`src/rtl/bank_write_sequencer.sv`:
```
// bank_write_sequencer: one-at-a-time bank write with read-hazard stall and ack wait.
// Optional ack timeout enabled by defining BANK_WR_TIMEOUT_EN.
module bank_write_sequencer #(
    parameter int DATA_W         = 8,
    parameter int ADDR_W         = 8,
    parameter int TIMEOUT_CYCLES = 16
) (
    input  logic              clk,
    input  logic              rst_n,
    input  logic              wr_valid,
    output logic              wr_ready,
    input  logic [1:0]        wr_bank,
    input  logic [ADDR_W-1:0] wr_addr,
    input  logic [DATA_W-1:0] wr_data,
    input  logic [3:0]        rd_active,
    output logic [3:0]        bank_we,
    output logic [ADDR_W-1:0] bank_addr,
    output logic [DATA_W-1:0] bank_wdata,
    input  logic [3:0]        bank_ack,
    output logic              wr_done,
    output logic              wr_err
);
    typedef enum logic [1:0] {IDLE, ARB, WRITE, RESP} state_t;
    state_t            state_q, state_d;
    logic [1:0]        bank_q, bank_d;
    logic [ADDR_W-1:0] addr_q, addr_d, bank_addr_q, bank_addr_d;
    logic [DATA_W-1:0] data_q, data_d, bank_wdata_q, bank_wdata_d;
    logic              accept, hit_ack;
    assign wr_ready   = (state_q == IDLE) || (state_q == RESP);
    assign accept     = wr_valid && wr_ready;
    assign hit_ack    = bank_ack[bank_q];
    assign bank_we    = (state_q == WRITE) ? (4'b0001 << bank_q) : 4'b0000;
    assign bank_addr  = bank_addr_q;
    assign bank_wdata = bank_wdata_q;
`ifdef BANK_WR_TIMEOUT_EN
    localparam logic [7:0] TMO = 8'(TIMEOUT_CYCLES);
    logic [7:0] cnt_q, cnt_d;
    logic       err_q, err_d;
    assign wr_done = (state_q == RESP) && !err_q;
    assign wr_err  = (state_q == RESP) && err_q;
`else
    logic unused_tmo;
    assign unused_tmo = ^8'(TIMEOUT_CYCLES);
    assign wr_done    = state_q == RESP;
    assign wr_err     = 1'b0;
`endif
    always_comb begin
        state_d      = state_q;
        bank_d       = accept ? wr_bank : bank_q;
        addr_d       = accept ? wr_addr : addr_q;
        data_d       = accept ? wr_data : data_q;
        bank_addr_d  = bank_addr_q;
        bank_wdata_d = bank_wdata_q;
`ifdef BANK_WR_TIMEOUT_EN
        cnt_d        = cnt_q;
        err_d        = err_q;
`endif
        case (state_q)
            IDLE: state_d = accept ? ARB : IDLE;
            ARB: if (!rd_active[bank_q]) begin
                state_d      = WRITE;
                bank_addr_d  = addr_q;
                bank_wdata_d = data_q;
`ifdef BANK_WR_TIMEOUT_EN
                cnt_d        = 8'd0;
`endif
            end
            WRITE: if (hit_ack) begin
                state_d = RESP;
`ifdef BANK_WR_TIMEOUT_EN
                err_d   = 1'b0;
            end else if (cnt_q + 8'd1 == TMO) begin
                state_d = RESP;
                err_d   = 1'b1;
            end else begin
                cnt_d   = cnt_q + 8'd1;
`endif
            end
            RESP: state_d = accept ? ARB : IDLE;
            default: state_d = IDLE;
        endcase
    end
    always_ff @(posedge clk or negedge rst_n) begin
        if (!rst_n) begin
            state_q      <= IDLE;
            bank_q       <= '0;
            addr_q       <= '0;
            data_q       <= '0;
            bank_addr_q  <= '0;
            bank_wdata_q <= '0;
`ifdef BANK_WR_TIMEOUT_EN
            cnt_q        <= '0;
            err_q        <= 1'b0;
`endif
        end else begin
            state_q      <= state_d;
            bank_q       <= bank_d;
            addr_q       <= addr_d;
            data_q       <= data_d;
            bank_addr_q  <= bank_addr_d;
            bank_wdata_q <= bank_wdata_d;
`ifdef BANK_WR_TIMEOUT_EN
            cnt_q        <= cnt_d;
            err_q        <= err_d;
`endif
        end
    end
endmodule
```
`config.mk`:
```
export PLATFORM = sky130hd
export DESIGN_NAME = bank_write_sequencer
export DESIGN_NICKNAME = d
export VERILOG_FILES = /design/src/rtl/bank_write_sequencer.sv
export SDC_FILE = /design/constraint.sdc
export NUM_CORES = 1
export LEC_CHECK = 0
export CAP_MARGIN = 20
export CORE_MARGIN = 4
export CORE_UTILIZATION = 49
export CTS_CLUSTER_SIZE = 25
export DETAILED_ROUTE_END_ITERATION = 7
export PLACE_DENSITY = 0.9
export SLEW_MARGIN = 20
export SYNTH_ARGS = -nofsm -noshare
export SYNTH_HDL_FRONTEND = slang
export SYNTH_SLANG_ARGS = --single-unit
export TNS_END_PERCENT = 50
```
`constraint.sdc`:
```
create_clock -name clk -period 3.5 [get_ports clk]
set_input_delay 0.7 -clock clk [delete_from_list [all_inputs] [get_ports clk]]
set_output_delay 0.7 -clock clk [all_outputs]
set_load 0.01 [all_outputs]
```
==> impl_metrics.csv <==
group,metric,value,unit
finish,layout-drive-gt1-share,29.11,%
critical_path,rr_worst_depth,4,
worst_hold_path,hp-class,"input pin to async pin",
critical_path,cp_slowest_stage_delay,570,ps
synth,yosysSeqAreaShare,56.12,%
timing,setup_viol,0,
drt,wirelength,3217,um
finish,area_growth,35.07,%
drt,vias,999,
synth,yosys.area.top_type_share,56.12,%
synth,synth.distinct_cells,23,
timing,timing.setup.tns,0,ps
clock_tree,numCtsBuffers,5,
global_routing,grt_pass1_wl,5354,um
finish,fillCellCount,250,
floorplan,core,3103,um2
critical_path,endpoint_kind,"primary output",
critical_path,path_class,"register to primary output",
global_routing,grt_max_degree,37,
critical_path,required,2800,ps
global_routing,antenna_found_initial,0,
clock_tree,cts-resized-gates,0,
critical_path,cp_slowest_cell,"clkdlybuf4s50_1",
clock_tree,cts.sinks,36,
critical_path,worstReg2RegStart,"state_q[0]$_DFFE_PN0P_",
synth,ys_ff_latch,36,
floorplan,die_area,4256,um2
clock_tree,holdBufCountCts,0,
floorplan,die_w,65.24,um
power_and_ir_drop,peakVddDrop,0.0004084,V
synth,syn_inst,104,
global_routing,grt_pass1_vias,1118,
drt,ant_nets,0,
timing,worstMarginPinSlew,784.5,ps
finish,fin_nets,191,
synth,yosysTopAreaCell,"dfrtp_1",
clock_tree,cts_tree,"done",
clock_tree,insertion_delay,340,ps
timing,maxSlewHeadroom,47.58,%
synth,synth-edff-count,0,
timing,final-max-slew-violation-count,0,
clock_tree,post_cts_buffers,0,
clock_tree,cts.clk_slew.worst_paths,120,ps
clock_tree,cts_max_level,2,
critical_path,r2r_end,"bank_q[0]$_DFFE_PN0P_",
power_and_ir_drop,total_power,1.951,mW
critical_path,worst-endpoint-arrival,1910,ps
critical_path,r2r_slack,1500,ps
clock_tree,root_buffer,"clkbuf_4",
synth,yosysMostFrequentCell,"dfrtp_1",
synth,syn_area,1605,um2
timing,hold_viol_final,0,
timing,finalCriticalPeriod,2608,ps
floorplan,num_rows,20,
synth,ys_async_sr_fraction,100.0,%
timing,clock.fmax,383.5,MHz
critical_path,crit_fanout,5,
synth,post_synth_main_area_contributors,"dfrtp_1, mux2_2, mux2_4",
drt,vias_per_cell,4.946,
synth,yosys_most_used_dff,"dfrtp_1",
global_routing,overflow,0,
critical_path,path_cells,"inv_1, ha_1, nor3b_1, clkdlybuf4s50_1",
timing,finalCritPeriodShare,74.51,%
place,portBuffers,50,
global_routing,track_usage,17.06,%
place,place_area,2112,um2
finish,stdcell_area,2168,um2
power_and_ir_drop,powerDensity,899.7,nW/um2
timing,rsz0062_at_grt,"no",
drt,drc,0,
place,place_congestion,0.7597,
synth,syn_avg_cell_area,15.44,um2
synth,synth_common_cells,"dfrtp_1, mux2_2, mux2_4",
floorplan,initial_utilization,51.73,%
floorplan,die_y,65.24,um
synth,synth.net_count,138,
drt,wl_per_cell,15.93,um
timing,clock_skew,7.541,ps
drt,drt_first_pass_iters,4,
floorplan,ios,52,
flow_run,cap_violations,0,
critical_path,start_kind,"register",
synth,ys_warn_count,0,
drt,dr.first_iter.drc_count,41,
outcome,outcome,"completed",
clock_tree,cts_buffer_depth,2,
place,dp_hpwl,2464,um
power_and_ir_drop,p_leak,0.9842,nW
finish,n_antenna_cell,0,
[logic make-up after synthesis]
kind of cell               after synthesis  synth area share (%)
buffers and inverters                    7                 3.429
AOI/OAI and AO/OA                        4                 2.104
DFF                                     36                 56.12
adders and majority gates                5                 3.897
muxes                                   40                 30.32
other                                    1                0.2336
and+or+nand+nor                         11                 3.898
[worst max-delay path by stage]
| stage | start | endpoint |
|---|---|---|
| 2_1_floorplan | state_q[0]$_DFFE_PN0P_ | addr_q[5]$_DFFE_PN0P_ |
| 3_3_place_gp | rd_active[3] | bank_addr[0]$_DFFE_PN0P_ |
| 3_5_place_dp | rd_active[1] | bank_addr[4]$_DFFE_PN0P_ |
| 4_1_cts | state_q[0]$_DFFE_PN0P_ | bank_we[0] |
| 5_1_grt | state_q[0]$_DFFE_PN0P_ | bank_we[0] |
| 6_report | state_q[0]$_DFFE_PN0P_ | bank_we[0] |
[worst max-delay path: cells and delay by family, from the launching register on]
family	cells	cell delay [ps]
simple gates	1	210
buf+inv	2	680
fa+ha+maj	1	250
flops	1	440
[state kept, by name, indices dropped and copies added (netlist names)]
register / cells
data_q: 8
state_q: 2
addr_q: 8
bank_q: 2
bank_wdata: 8
bank_addr: 8
[placed cells by master (no fill, tap or decap), drive strengths merged]
cell type,netlist,routed
conb,1,1
mux2i,4,4
clkbuf,0,5
dfrtp,36,36
nor2,2,2
buf,4,1
a21oi,1,1
nand2,4,4
ha,5,5
a211oi,1,1
clkdlybuf4s50,0,49
nor2b,1,1
o22ai,1,1
a311oi,1,1
nor3b,1,1
mux2,36,36
and3,2,2
clkinv,0,3
nand2b,1,1
inv,3,3
[power breakdown]
group | switching (mW) | total (mW) | leakage [nW] | internal, mW
sequential | 0.140 | 0.774 | 0.426 | 0.634
combinational | 0.354 | 0.957 | 0.523 | 0.603
clock | 0.143 | 0.220 | 0.0349 | 0.0772
total | 0.637 | 1.95 | 0.984 | 1.31
[cell type report]
type / instances / area [um2] / area share (%)
clock inverter: 3 / 18.77 / 0.8656
timing repair buffer: 50 / 495.5 / 22.85
tap: 44 / 55.05 / 2.539
sequential: 36 / 900.9 / 41.55
clock buffer: 5 / 37.54 / 1.731
multi-input combinational: 61 / 649.4 / 29.95
inverter: 3 / 11.26 / 0.5193
[routing by layer]
layer	vias to the layer above	GRT usage (%)	wire, um
li1	469	-	-
met5	-	0	0
met4	0	6.995	62
met3	5	5.128	148
met2	32	29.71	1685
met1	493	19.41	1319
[per-stage QoR]
stage,cells,util (%),worst slack [ps],hold slack (ps)
finish,202,69.88,892.2,419.9
global route,202,69.88,738.5,455.9
CTS,202,69.88,866.7,428.5
detailed placement,194,68.06,1162,490.3
global placement,194,68.06,1244,480.4
floorplan,104,-,1723,404.4
No activity file was read; power rests on OpenSTA's default activity.
